==> config.mk <==
export PLATFORM = sky130hd
export DESIGN_NAME = cordic_seq_flat
export DESIGN_NICKNAME = d
export VERILOG_FILES = /design/src/rtl/cordic_seq_if.sv /design/src/rtl/cordic_seq.sv /design/src/flat_wrapper.sv
export SDC_FILE = /design/constraint.sdc
export NUM_CORES = 1
export LEC_CHECK = 0
export CORE_MARGIN = 1.5
export CORE_UTILIZATION = 23
export CTS_CLUSTER_SIZE = 16
export DETAILED_ROUTE_END_ITERATION = 8
export SYNTH_ARGS = -nofsm -noshare
export SYNTH_HDL_FRONTEND = slang
export SYNTH_SLANG_ARGS = --single-unit
==> constraint.sdc <==
create_clock -name clock -period 8.5 [get_ports clock]
set_clock_uncertainty 0.2 [all_clocks]
set_input_delay 1.7 -clock clock [delete_from_list [all_inputs] [get_ports clock]]
set_output_delay 1.7 -clock clock [all_outputs]
set_load 0.01 [all_outputs]
==> src/rtl/cordic_seq_if.sv <==
// Request/result handshake bundle between a client and the cordic_seq sequencer.
// The sequencer sits on the slave side; the client drives the master side.
interface cordic_seq_if;
  logic               in_valid;
  logic               in_ready;
  logic signed [31:0] x_in;
  logic signed [31:0] y_in;
  logic               out_valid;
  logic               out_ready;
  logic signed [31:0] mod_out;
  logic signed [31:0] angle_out;
  logic               ovf;
  logic               busy;

  modport slave (
    input  in_valid, x_in, y_in, out_ready,
    output in_ready, out_valid, mod_out, angle_out, ovf, busy
  );

  modport master (
    output in_valid, x_in, y_in, out_ready,
    input  in_ready, out_valid, mod_out, angle_out, ovf, busy
  );
endinterface

==> src/rtl/cordic_seq.sv <==
// Sequencer around a rec2pol CORDIC core: folds the left half-plane into the
// right, runs the core for NITER cycles, then restores a full-circle angle.
//
// state | meaning
// IDLE  | waiting for a request, in_ready high
// LOAD  | operands registered, one-cycle core_start pulse
// RUN   | core iterating, NITER cycles
// CAPT  | core result captured and angle unfolded
// DONE  | result held until out_ready
module cordic_seq #(
  parameter int NITER = 24
) (
  input  logic               clock,
  input  logic               reset,
  cordic_seq_if.slave        bus,
  output logic               core_start,
  output logic               core_enable,
  output logic signed [31:0] core_x,
  output logic signed [31:0] core_y,
  input  logic signed [31:0] core_mod,
  input  logic signed [31:0] core_angle
);

  typedef enum logic [2:0] {IDLE, LOAD, RUN, CAPT, DONE} state_t;

  localparam logic signed [31:0] MOST_NEG  = 32'sh8000_0000;
  localparam logic signed [31:0] MOST_POS  = 32'sh7FFF_FFFF;
  localparam logic signed [31:0] HALF_TURN = 32'sh5A00_0000;
  localparam logic [5:0]         LAST_ITER = 6'(NITER - 1);

  state_t             state_q;
  logic [5:0]         iter_q;
  logic               flip_q;
  logic               qs_q;
  logic               ovf_flag_q;
  logic               in_ready_q;
  logic               busy_q;
  logic               out_valid_q;
  logic               ovf_q;
  logic               core_start_q;
  logic               core_enable_q;
  logic signed [31:0] core_x_q;
  logic signed [31:0] core_y_q;
  logic signed [31:0] mod_q;
  logic signed [31:0] angle_q;

  logic signed [31:0] angle_half;
  logic signed [31:0] angle_unfold;

  function automatic logic signed [31:0] neg_sat(input logic signed [31:0] v);
    return (v == MOST_NEG) ? MOST_POS : -v;
  endfunction

  // Core angle is 8Q24; halving gives 9Q23, then undo the half-plane fold.
  assign angle_half   = core_angle >>> 1;
  assign angle_unfold = qs_q ? (angle_half + HALF_TURN) : (angle_half - HALF_TURN);

  always_ff @(posedge clock) begin
    if (reset) begin
      state_q       <= IDLE;
      iter_q        <= '0;
      flip_q        <= 1'b0;
      qs_q          <= 1'b0;
      ovf_flag_q    <= 1'b0;
      in_ready_q    <= 1'b1;
      busy_q        <= 1'b0;
      out_valid_q   <= 1'b0;
      ovf_q         <= 1'b0;
      core_start_q  <= 1'b0;
      core_enable_q <= 1'b0;
      core_x_q      <= '0;
      core_y_q      <= '0;
      mod_q         <= '0;
      angle_q       <= '0;
    end else begin
      case (state_q)
        IDLE: begin
          if (bus.in_valid) begin
            state_q       <= LOAD;
            in_ready_q    <= 1'b0;
            busy_q        <= 1'b1;
            core_start_q  <= 1'b1;
            core_enable_q <= 1'b1;
            iter_q        <= '0;
            qs_q          <= ~bus.y_in[31];
            if (bus.x_in[31]) begin
              core_x_q   <= neg_sat(bus.x_in);
              core_y_q   <= neg_sat(bus.y_in);
              flip_q     <= 1'b1;
              ovf_flag_q <= (bus.x_in == MOST_NEG) || (bus.y_in == MOST_NEG);
            end else begin
              core_x_q   <= bus.x_in;
              core_y_q   <= bus.y_in;
              flip_q     <= 1'b0;
              ovf_flag_q <= 1'b0;
            end
          end
        end
        LOAD: begin
          state_q      <= RUN;
          core_start_q <= 1'b0;
          iter_q       <= '0;
        end
        RUN: begin
          iter_q <= iter_q + 6'd1;
          if (iter_q == LAST_ITER) begin
            state_q       <= CAPT;
            core_enable_q <= 1'b0;
          end
        end
        CAPT: begin
          state_q     <= DONE;
          mod_q       <= core_mod;
          angle_q     <= flip_q ? angle_unfold : angle_half;
          ovf_q       <= ovf_flag_q;
          out_valid_q <= 1'b1;
        end
        DONE: begin
          if (bus.out_ready) begin
            state_q     <= IDLE;
            out_valid_q <= 1'b0;
            in_ready_q  <= 1'b1;
            busy_q      <= 1'b0;
          end
        end
        default: state_q <= IDLE;
      endcase
    end
  end

  assign bus.in_ready  = in_ready_q;
  assign bus.busy      = busy_q;
  assign bus.out_valid = out_valid_q;
  assign bus.mod_out   = mod_q;
  assign bus.angle_out = angle_q;
  assign bus.ovf       = ovf_q;
  assign core_start    = core_start_q;
  assign core_enable   = core_enable_q;
  assign core_x        = core_x_q;
  assign core_y        = core_y_q;

endmodule
==> src/flat_wrapper.sv <==
// flat-port wrapper written by rule: the top's interface ports become plain ports
module cordic_seq_flat 
#(
  parameter int NITER = 24
)
  (clock, reset, core_start, core_enable, core_x, core_y, core_mod, core_angle, bus_in_valid, bus_x_in, bus_y_in, bus_out_ready, bus_in_ready, bus_out_valid, bus_mod_out, bus_angle_out, bus_ovf, bus_busy);
  cordic_seq_if bus_i ();
  input  logic clock;
  input  logic reset;
  output logic core_start;
  output logic core_enable;
  output logic signed [31:0] core_x;
  output logic signed [31:0] core_y;
  input  logic signed [31:0] core_mod;
  input  logic signed [31:0] core_angle;
  input wire logic [$bits(bus_i.in_valid)-1:0] bus_in_valid;
  input wire logic [$bits(bus_i.x_in)-1:0] bus_x_in;
  input wire logic [$bits(bus_i.y_in)-1:0] bus_y_in;
  input wire logic [$bits(bus_i.out_ready)-1:0] bus_out_ready;
  output wire logic [$bits(bus_i.in_ready)-1:0] bus_in_ready;
  output wire logic [$bits(bus_i.out_valid)-1:0] bus_out_valid;
  output wire logic [$bits(bus_i.mod_out)-1:0] bus_mod_out;
  output wire logic [$bits(bus_i.angle_out)-1:0] bus_angle_out;
  output wire logic [$bits(bus_i.ovf)-1:0] bus_ovf;
  output wire logic [$bits(bus_i.busy)-1:0] bus_busy;
  assign bus_i.in_valid = bus_in_valid;
  assign bus_i.x_in = bus_x_in;
  assign bus_i.y_in = bus_y_in;
  assign bus_i.out_ready = bus_out_ready;
  assign bus_in_ready = bus_i.in_ready;
  assign bus_out_valid = bus_i.out_valid;
  assign bus_mod_out = bus_i.mod_out;
  assign bus_angle_out = bus_i.angle_out;
  assign bus_ovf = bus_i.ovf;
  assign bus_busy = bus_i.busy;
  cordic_seq #(.NITER(NITER)) u_core (.clock(clock), .reset(reset), .bus(bus_i), .core_start(core_start), .core_enable(core_enable), .core_x(core_x), .core_y(core_y), .core_mod(core_mod), .core_angle(core_angle));
endmodule
==> results of run 1 <==
cell usage in the layout, fill, tap and decap left out, types with 4 or more instances in the layout:
master,count
nand2_1,141
ha_1,8
o41ai_1,13
nor4_1,11
inv_1,11
o31ai_1,14
dfxtp_1,146
nor2_1,88
xnor2_1,13
nand4b_1,4
a211oi_1,65
or3_1,6
buf_4,8
xor2_1,48
clkdlybuf4s50_1,262
or2_2,7
a21oi_1,74
nand4_1,4
clkbuf_16,17
nand3_1,11
o21ai_0,22
mux2i_1,5
nand3b_1,5
or4_1,6
nor3_1,14
a311oi_1,6
cells by family (layout without fill, tap and decap cells):
group,count (synthesis),count (layout),share of synthesized area [%]
AO/OA/AOI/OAI,213,213,20.89
XOR/XNOR,61,61,7.935
adder cells (fa/ha/maj),9,9,1.784
buffers and inverters,71,313,4.070
flip-flops,146,146,43.41
multiplexers,5,5,0.7434
AND/OR/NAND/NOR,316,316,21.17
power by group through the flow:
stage                     clock network [mW]  logic [mW]  registers, mW
after floorplan                            0       0.154          0.787
after global placement                     0       0.368          0.773
after detailed placement                   0       0.370          0.773
after CTS                              0.777       0.372          0.759
after global routing                   0.805       0.401          0.764
final                                  0.739       0.367          0.758
per-stage QoR:
step                      total power [mW]  instances  utilization, %  hold WS [ns]
after detailed placement             1.144       1416           33.64        0.2430
after CTS                            1.908       1447           35.63        0.2523
after floorplan                     0.9408        821               -        0.2323
final                                1.864       1447           35.63        0.2448
after global placement               1.141       1416           33.64        0.2349
after global routing                 1.970       1447           35.63        0.2686
synthesized netlist by cell type (all sizes together), types with 12 or more instances:
library cell,instances
xnor2,13
a21oi,75
clkbuf,58
o41ai,13
xor2,48
o21ai,22
dfxtp,146
a211oi,65
nor3,14
nor2,89
nand2,141
o31ai,14
nor4,12
layer usage:
layer | track usage (%) | vias to the layer above | wire length, µm
li1 | - | 3367 | -
met4 | 3.448 | 0 | 169
met1 | 17.42 | 3047 | 9896
met2 | 22.93 | 212 | 9850
met3 | 5.665 | 9 | 1937
met5 | 0 | - | 0
worst register-to-register path: cells and delay by family, from the launching register on:
kind                   cells  cell delay [ns]
AO/OA/AOI/OAI              1             0.20
buffers and inverters      1             0.21
AND/OR/NAND/NOR            3             1.26
flip-flops                 1             0.42
state kept, by name, summed over array words and instances, names as in the netlist:
signal                flops
u_core.core_x            32
u_core.iter_q             6
u_core.core_start         1
u_core.bus.ovf            1
u_core.bus.busy           1
u_core.qs_q               1
u_core.bus.angle_out     32
u_core.core_y            32
u_core.bus.out_valid      1
u_core.ovf_flag_q         1
u_core.flip_q             1
u_core.bus.in_ready       1
u_core.state_q            3
u_core.bus.mod_out       32
u_core.core_enable        1
layout make-up:
| class | instances | area (µm²) | area share, % |
|---|---|---|---|
| sequential | 146 | 2923 | 28.51 |
| multi-input combinational | 604 | 3550 | 34.62 |
| timing repair buffer | 271 | 2688 | 26.21 |
| tap | 384 | 480.5 | 4.686 |
| clock inverter | 10 | 101.3 | 0.9884 |
| inverter | 11 | 41.29 | 0.4027 |
| clock buffer | 21 | 470.5 | 4.588 |
worst max path at each step:
stage,from,end,slack (ns),cells after the start
detailed placement,bus_y_in[13],u_core.core_y[23]$_SDFFE_PP0P_,3.47,6
CTS,bus_y_in[13],u_core.core_y[23]$_SDFFE_PP0P_,3.91,6
floorplan,bus_x_in[18],u_core.core_x[28]$_SDFFE_PP0P_,4.51,6
finish,bus_y_in[13],u_core.core_y[23]$_SDFFE_PP0P_,3.85,6
global route,bus_y_in[14],u_core.core_y[3]$_SDFFE_PP0P_,3.57,6
global placement,bus_y_in[13],u_core.core_y[0]$_SDFFE_PP0P_,3.50,6
==> impl_metrics.json, run 1 <==
{
  "status": "completed",
  "drc_errors": 0,
  "hpwl_um": 15280,
  "root_buffer": "clkbuf_16",
  "first_global_vias": 6413,
  "numPortBuffers": 264,
  "r2r_slack_ns": 6.04,
  "fmax_mhz": 214.9,
  "synth_cells": 821,
  "ant_nets": 0,
  "cts_sinks": 146,
  "end_kind": "flip-flop",
  "hold_path_depth": 2,
  "drt_pass1_iterations": 4,
  "grt_overflow": 0,
  "cts_resized": 0,
  "die_y_um": 174.1,
  "drt_iter0_drc": 244,
  "dp_slack_ns": 3.466,
  "fp.dieW_um": 174.1,
  "min_from": "u_core.bus.in_ready$_SDFFE_PP1P_",
  "routed_via_density": 4.585,
  "cp_slowest_cell": "nor4_1",
  "synth_cell_types": 48,
  "ys_ff_latch": 146,
  "start_util_pct": 23.39,
  "hold_violations": 0,
  "worstPathRequired_ns": 8.62,
  "period_minus_slack_ns": 4.653,
  "switching_share_pct": 27.58,
  "tns_ns": 0,
  "syn-num-nets": 962,
  "cts_tree": "yes",
  "avgSynthCellArea_um2": 8.201,
  "hold_buffers": 0,
  "pin_count": 266,
  "clkPwrFrac_pct": 39.7,
  "arrival_ns": 4.77,
  "wirelength_um": 21850,
  "critPathKind": "in2reg",
  "clock_latency_ns": 0.41,
  "cts_buffers": 17,
  "grt_setup_unrepaired": "no",
  "r2r_cells": 5,
  "worstReg2RegEnd": "u_core.core_y[23]$_SDFFE_PP0P_",
  "rows": 62,
  "cellPowerDensity_nw_per_um2": 181.8,
  "grtUsageTotal_pct": 14.13,
  "maxCapViolCount": 0,
  "path_max_fanout": 26,
  "yosys_warnings": 0,
  "finalMaxSlewViolations": 0,
  "synth_top_area_share_pct": 43.41,
  "synth_edf_count": 0,
  "peakVddDrop_mv": 0.1034,
  "worst-path-buf-inv": 1,
  "setup_slack_ns": 3.847,
  "power.switching_mw": 0.5139,
  "pwr-share-comb_pct": 19.7,
  "startpoint_type": "input port",
  "fillers": 3021,
  "cp_top_family": "simple AND/OR/NAND/NOR gates",
  "syn_area_um2": 6733,
  "min_period_over_period_pct": 54.75,
  "htree_levels": 4,
  "p_int_mw": 1.350,
  "p_leak_nw": 3.465,
  "hold_path_class": "reg2reg",
  "slew_headroom_pct": 22.45,
  "synthArstFlopShare_pct": 0,
  "post_cts_buffers": 0,
  "layout-drive-gt1-share_pct": 5.456,
  "synth_seq_area_share_pct": 43.41,
  "worstMarginPinSlew_ns": 1.162,
  "grt_max_degree": 87,
  "postPlaceCellArea_um2": 9682,
  "critical_path.max_stage_delay_ns": 0.79,
  "worst_path_most_repeated_cell": "nor4_1",
  "finalInstanceArea_um2": 10250,
  "dr_total_vias": 6635,
  "wl_per_cell_um": 15.10,
  "power_frac_seq_pct": 40.7,
  "gp_congestion": 0.7999,
  "reg2reg_from": "u_core.state_q[1]$_SDFFE_PP0P_",
  "antenna_found_initial": 0,
  "num_antenna_cells": 0,
  "min_to": "u_core.bus.in_ready$_SDFFE_PP1P_",
  "synth_top_area_cell": "dfxtp_1",
  "clk_pin_slew_worst_paths_ns": 0.07,
  "crit_chain": "clkdlybuf4s50_1 > nor4_1 > nand3_1 > nor4_1 > nor2_2 > a211oi_1",
  "finalSetupViolCount": 0,
  "synth.area.top_cells": "dfxtp_1 43%, nand2_1 7.9%, a211oi_1 7.2%",
  "synthFlopType": "dfxtp_1",
  "fp.coreArea_um2": 28780,
  "clockBufferDepth": 2,
  "grt_pass1_wl_um": 34330,
  "nNetsFinal": 1192,
  "syn_to_final_growth_pct": 52.30,
  "dieArea_um2": 30310
}
Note: power is estimated with default switching activity, not from simulation.
==> run 2, diff against run 1 <==
- clock period: 8.5 -> 3.8 ns (I/O delays scaled with it)
==> run 2 against run 1 <==
Compared with the run above:
- setup slack got worse by 3.2 ns
- combinational power increased by 130%
- global-route usage increased by 0.41 points
- worst hold slack improved by 0.0030 ns
- die area unchanged
- sequential power increased by 120%
- via count increased by 1.4%
- clock power increased by 150%
- critical path depth increased by 1
- first-iteration DRC count increased by 41%
- cell count increased by 0.97%
- critical endpoint is now u_core.ovf_flag_q$_SDFFE_PP0P_
- largest cell class unchanged
==> impl_metrics.json, run 2 (synthesized netlist as in run 1, its figures left out) <==
{
  "worstReg2RegEnd": "u_core.core_y[0]$_SDFFE_PP0P_",
  "drt_iter0_drc": 345,
  "drc_errors": 0,
  "status": "completed",
  "die_y_um": 174.1,
  "r2r_cells": 4,
  "cts_buffers": 17,
  "fp.dieW_um": 174.1,
  "slew_headroom_pct": 21.34,
  "min_to": "u_core.bus.in_ready$_SDFFE_PP1P_",
  "setup_slack_ns": 0.6431,
  "tns_ns": 0,
  "grt_max_degree": 74,
  "dp_slack_ns": 0.2366,
  "first_global_vias": 6467,
  "r2r_slack_ns": 1.05,
  "hold_path_class": "reg2reg",
  "p_leak_nw": 3.570,
  "post_cts_buffers": 0,
  "syn_to_final_growth_pct": 55.32,
  "hpwl_um": 16210,
  "total_power_mw": 4.352,
  "wl_per_cell_um": 15.29,
  "maxCapViolCount": 0,
  "finalMaxSlewViolations": 0,
  "antenna_found_initial": 0,
  "cts_tree": "yes",
  "wirelength_um": 22350,
  "end_kind": "flip-flop",
  "clk_pin_slew_worst_paths_ns": 0.06,
  "numPortBuffers": 264,
  "instances_no_fill": 1461,
  "gp_congestion": 0.7795,
  "layout-drive-gt1-share_pct": 6.500,
  "placed_cells": 1429,
  "path_max_fanout": 21,
  "critPathKind": "in2reg",
  "rows": 62,
  "ant_nets": 0,
  "drt_pass1_iterations": 4,
  "worstMarginPinSlew_ns": 1.179,
  "clockBufferDepth": 2,
  "root_buffer": "clkbuf_16",
  "peakVddDrop_mv": 0.2250,
  "hold_buffers": 0,
  "fp.coreArea_um2": 28780,
  "most-common-layout-cells": "262 x clkdlybuf4s50_1, 146 x dfxtp_1, 141 x nand2_1",
  "pin_count": 266,
  "finalSetupViolCount": 0,
  "routed_via_density": 4.604,
  "grt_setup_unrepaired": "no",
  "period_minus_slack_ns": 3.157,
  "startpoint_type": "input port",
  "grt_overflow": 0,
  "dr_total_vias": 6726,
  "htree_levels": 4,
  "nNetsFinal": 1205,
  "worstPathRequired_ns": 3.93,
  "hold_path_depth": 2,
  "grt_pass1_wl_um": 35330,
  "clock_latency_ns": 0.41,
  "arrival_ns": 3.29,
  "hold_violations": 0,
  "cts_resized": 0,
  "min_period_over_period_pct": 83.08,
  "fmax_mhz": 316.8,
  "dieArea_um2": 30310,
  "start_util_pct": 23.39,
  "cts_sinks": 146,
  "grtUsageTotal_pct": 14.54,
  "num_antenna_cells": 0,
  "min_from": "u_core.bus.in_ready$_SDFFE_PP1P_",
  "layout_commonest_cell": "clkdlybuf4s50_1",
  "cellPowerDensity_nw_per_um2": 416.1,
  "fillers": 2961,
  "reg2reg_from": "u_core.state_q[1]$_SDFFE_PP0P_"
}
[run 2: cell types whose count changed in the layout (fill, tap and decap cells not counted), sizes merged]
| cell | before | now |
|---|---|---|
| buf | 9 | 22 |
| bufinv | 1 | 4 |
| clkinv | 3 | 2 |
| inv | 14 | 13 |
[run 2: worst max-delay path, cell delays in order]
cell and delay, ns:
clkdlybuf4s50_1 0.50, or4_4 0.54, or4_4 0.51, nor3_1 0.29, a21oi_2 0.23, buf_12 0.23, a211oi_1 0.21
[run 2: routing by layer]
metal | up-vias | routed length, µm | global-route usage (%)
met5 | - | 0 | 0
li1 | 3388 | - | -
met3 | 15 | 2038 | 6.124
met1 | 3105 | 9866 | 17.64
met2 | 218 | 10240 | 23.87
met4 | 0 | 200 | 3.233
[run 2: area by class of cell]
class / instances / area, µm² / area share [%]
Multi-Input combinational cell: 604 / 3550 / 33.94
Sequential cell: 146 / 2923 / 27.95
Timing Repair Buffer: 284 / 2835 / 27.11
Tap cell: 384 / 480.5 / 4.594
Clock buffer: 21 / 450.4 / 4.307
Clock inverter: 11 / 177.7 / 1.699
Inverter: 11 / 41.29 / 0.3948
[run 2: how the worst max path moves through the flow]
stage	endpoint	slack [ns]	start	cells past startpoint
after global placement	u_core.ovf_flag_q$_SDFFE_PP0P_	0.26	bus_x_in[16]	7
after CTS	u_core.core_x[9]$_SDFFE_PP0P_	0.68	bus_x_in[16]	7
final	u_core.ovf_flag_q$_SDFFE_PP0P_	0.64	bus_x_in[16]	7
after global routing	u_core.core_x[13]$_SDFFE_PP0P_	0.44	bus_x_in[0]	9
after detailed placement	u_core.core_x[9]$_SDFFE_PP0P_	0.24	bus_x_in[16]	7
after floorplan	u_core.core_x[28]$_SDFFE_PP0P_	0.75	bus_x_in[18]	6
[run 2: power breakdown]
group	leakage [nW]	internal, mW	switching [mW]
Clock	0.294	1.13	0.694
Sequential	1.19	1.63	0.0646
Combinational	2.08	0.439	0.396
Total	3.57	3.20	1.15
[run 2: stage by stage]
step / instance area (µm²) / utilization (%) / hold slack, ns
after global routing: 10460 / 36.34 / 0.2633
after global placement: 9829 / 34.15 / 0.2349
after CTS: 10460 / 36.34 / 0.2539
after floorplan: 6733 / - / 0.2323
final: 10460 / 36.34 / 0.2478
after detailed placement: 9829 / 34.15 / 0.2444
==> run 3, diff against run 2 <==
- clock period: 3.8 -> 3.1 ns (I/O delays scaled with it)
==> run 3 against run 2 <==
Compared with the run above:
- first-iteration DRC count rose by 2.9%
- wire length rose by 1.1%
- utilization rose by 1.3 points
- clock power rose by 14%
- worst hold slack got worse by 0.0014 ns
- via count rose by 2.4%
- combinational power rose by 31%
- cell area rose by 3.6%
- critical path type unchanged
==> impl_metrics.json, run 3 (synthesized netlist as in run 1, its figures left out) <==
{
  "setup_slack_ns": 0.2286,
  "end_kind": "flip-flop",
  "grt_max_degree": 62,
  "startpoint_type": "input port",
  "dr_total_vias": 6890,
  "hold_violations": 0,
  "routed_via_density": 4.554,
  "drt_iter0_drc": 355,
  "cts_sinks": 146,
  "root_buffer": "clkbuf_16",
  "syn_to_final_growth_pct": 60.97,
  "gp_congestion": 0.8178,
  "grtUsageTotal_pct": 14.74,
  "drt_pass1_iterations": 4,
  "dp_slack_ns": -0.2287,
  "num_antenna_cells": 0,
  "finalSetupViolCount": 0,
  "grt_overflow": 0,
  "fp.dieW_um": 174.1,
  "rows": 62,
  "post_cts_buffers": 0,
  "cts_resized": 0,
  "peakVddDrop_mv": 0.3306,
  "htree_levels": 4,
  "wl_per_cell_um": 14.93,
  "postPlaceCellArea_um2": 10250,
  "first_global_vias": 6644,
  "critPathKind": "in2reg",
  "nNetsFinal": 1258,
  "clockBufferDepth": 2,
  "fp.coreArea_um2": 28780,
  "die_y_um": 174.1,
  "most-common-layout-cells": "262 x clkdlybuf4s50_1, 146 x dfxtp_1, 141 x nand2_1",
  "ant_nets": 0,
  "grt_pass1_wl_um": 35850,
  "status": "completed",
  "period_minus_slack_ns": 2.871,
  "fillers": 2930,
  "wirelength_um": 22580,
  "finalInstanceArea_um2": 10840,
  "finalMaxSlewViolations": 0,
  "slew_headroom_pct": 18.48,
  "clock_latency_ns": 0.41,
  "hold_path_class": "reg2reg",
  "fmax_mhz": 348.3,
  "numPortBuffers": 264,
  "layout_commonest_cell": "clkdlybuf4s50_1",
  "cellPowerDensity_nw_per_um2": 483.4,
  "grt_setup_unrepaired": "no",
  "arrival_ns": 3.00,
  "path_max_fanout": 5,
  "dieArea_um2": 30310,
  "drc_errors": 0,
  "hold_buffers": 0,
  "cts_buffers": 17,
  "hpwl_um": 16670,
  "min_period_over_period_pct": 92.63,
  "cts_tree": "yes",
  "maxCapViolCount": 0,
  "worstMarginPinSlew_ns": 1.221,
  "pin_count": 266,
  "start_util_pct": 23.39,
  "p_leak_nw": 3.815,
  "layout-drive-gt1-share_pct": 10.98,
  "clk_pin_slew_worst_paths_ns": 0.06,
  "worstPathRequired_ns": 3.23,
  "antenna_found_initial": 0
}
## run 3: metal layers
layer,routed length (µm),up-vias,GRT usage [%]
met1,10120,3165,17.92
met2,10350,221,24.35
met5,0,-,0
met4,293,0,3.915
li1,-,3488,-
met3,1817,16,5.556
## run 3: worst paths after layout
| kind | slack (ns) | endpoint | depth (start not counted) | from |
|---|---|---|---|---|
| worst min register to register | 0.25 | u_core.bus.in_ready$_SDFFE_PP1P_ | 2 | u_core.bus.in_ready$_SDFFE_PP1P_ |
| worst min-delay path | 0.25 | u_core.bus.in_ready$_SDFFE_PP1P_ | 2 | u_core.bus.in_ready$_SDFFE_PP1P_ |
| worst max register to register | 0.55 | u_core.core_y[13]$_SDFFE_PP0P_ | 4 | u_core.state_q[1]$_SDFFE_PP0P_ |
| worst max-delay path | 0.23 | u_core.core_x[28]$_SDFFE_PP0P_ | 6 | bus_x_in[18] |
## run 3: layout make-up
cell class	count	area [µm²]	area share, %
Clock inverter	11	128.9	1.189
Multi-Input combinational cell	604	3550	32.75
Sequential cell	146	2923	26.97
Tap cell	384	480.5	4.433
Clock buffer	20	456.7	4.214
Inverter	11	41.29	0.3810
Timing Repair Buffer	337	3258	30.06
## run 3: through the flow
stage / instances / utilization [%] / total power, mW / TNS, ns / hold slack, ns
6_report: 1513 / 37.66 / 5.239 / 0 / 0.2464
3_3_place_gp: 1482 / 35.62 / 3.206 / -4.480 / 0.2321
3_5_place_dp: 1482 / 35.62 / 3.216 / -6.389 / 0.2411
4_1_cts: 1513 / 37.66 / 5.342 / 0 / 0.2499
2_1_floorplan: 821 / - / 2.580 / 0 / 0.2323
5_1_grt: 1513 / 37.66 / 5.531 / 0 / 0.2723
## run 3: power breakdown
group	switching, mW	total (mW)	leakage [nW]	internal [mW]
Clock	0.840	2.07	0.283	1.23
Combinational	0.501	1.09	2.34	0.585
Sequential	0.0805	2.08	1.19	2.00
Total	1.42	5.24	3.82	3.82
## run 3: critical path, cell delays in order
cell,delay [ns]
clkdlybuf4s50_1,0.42
or4_4,0.54
or4_4,0.47
or4_4,0.50
a21bo_1,0.21
a311oi_2,0.24
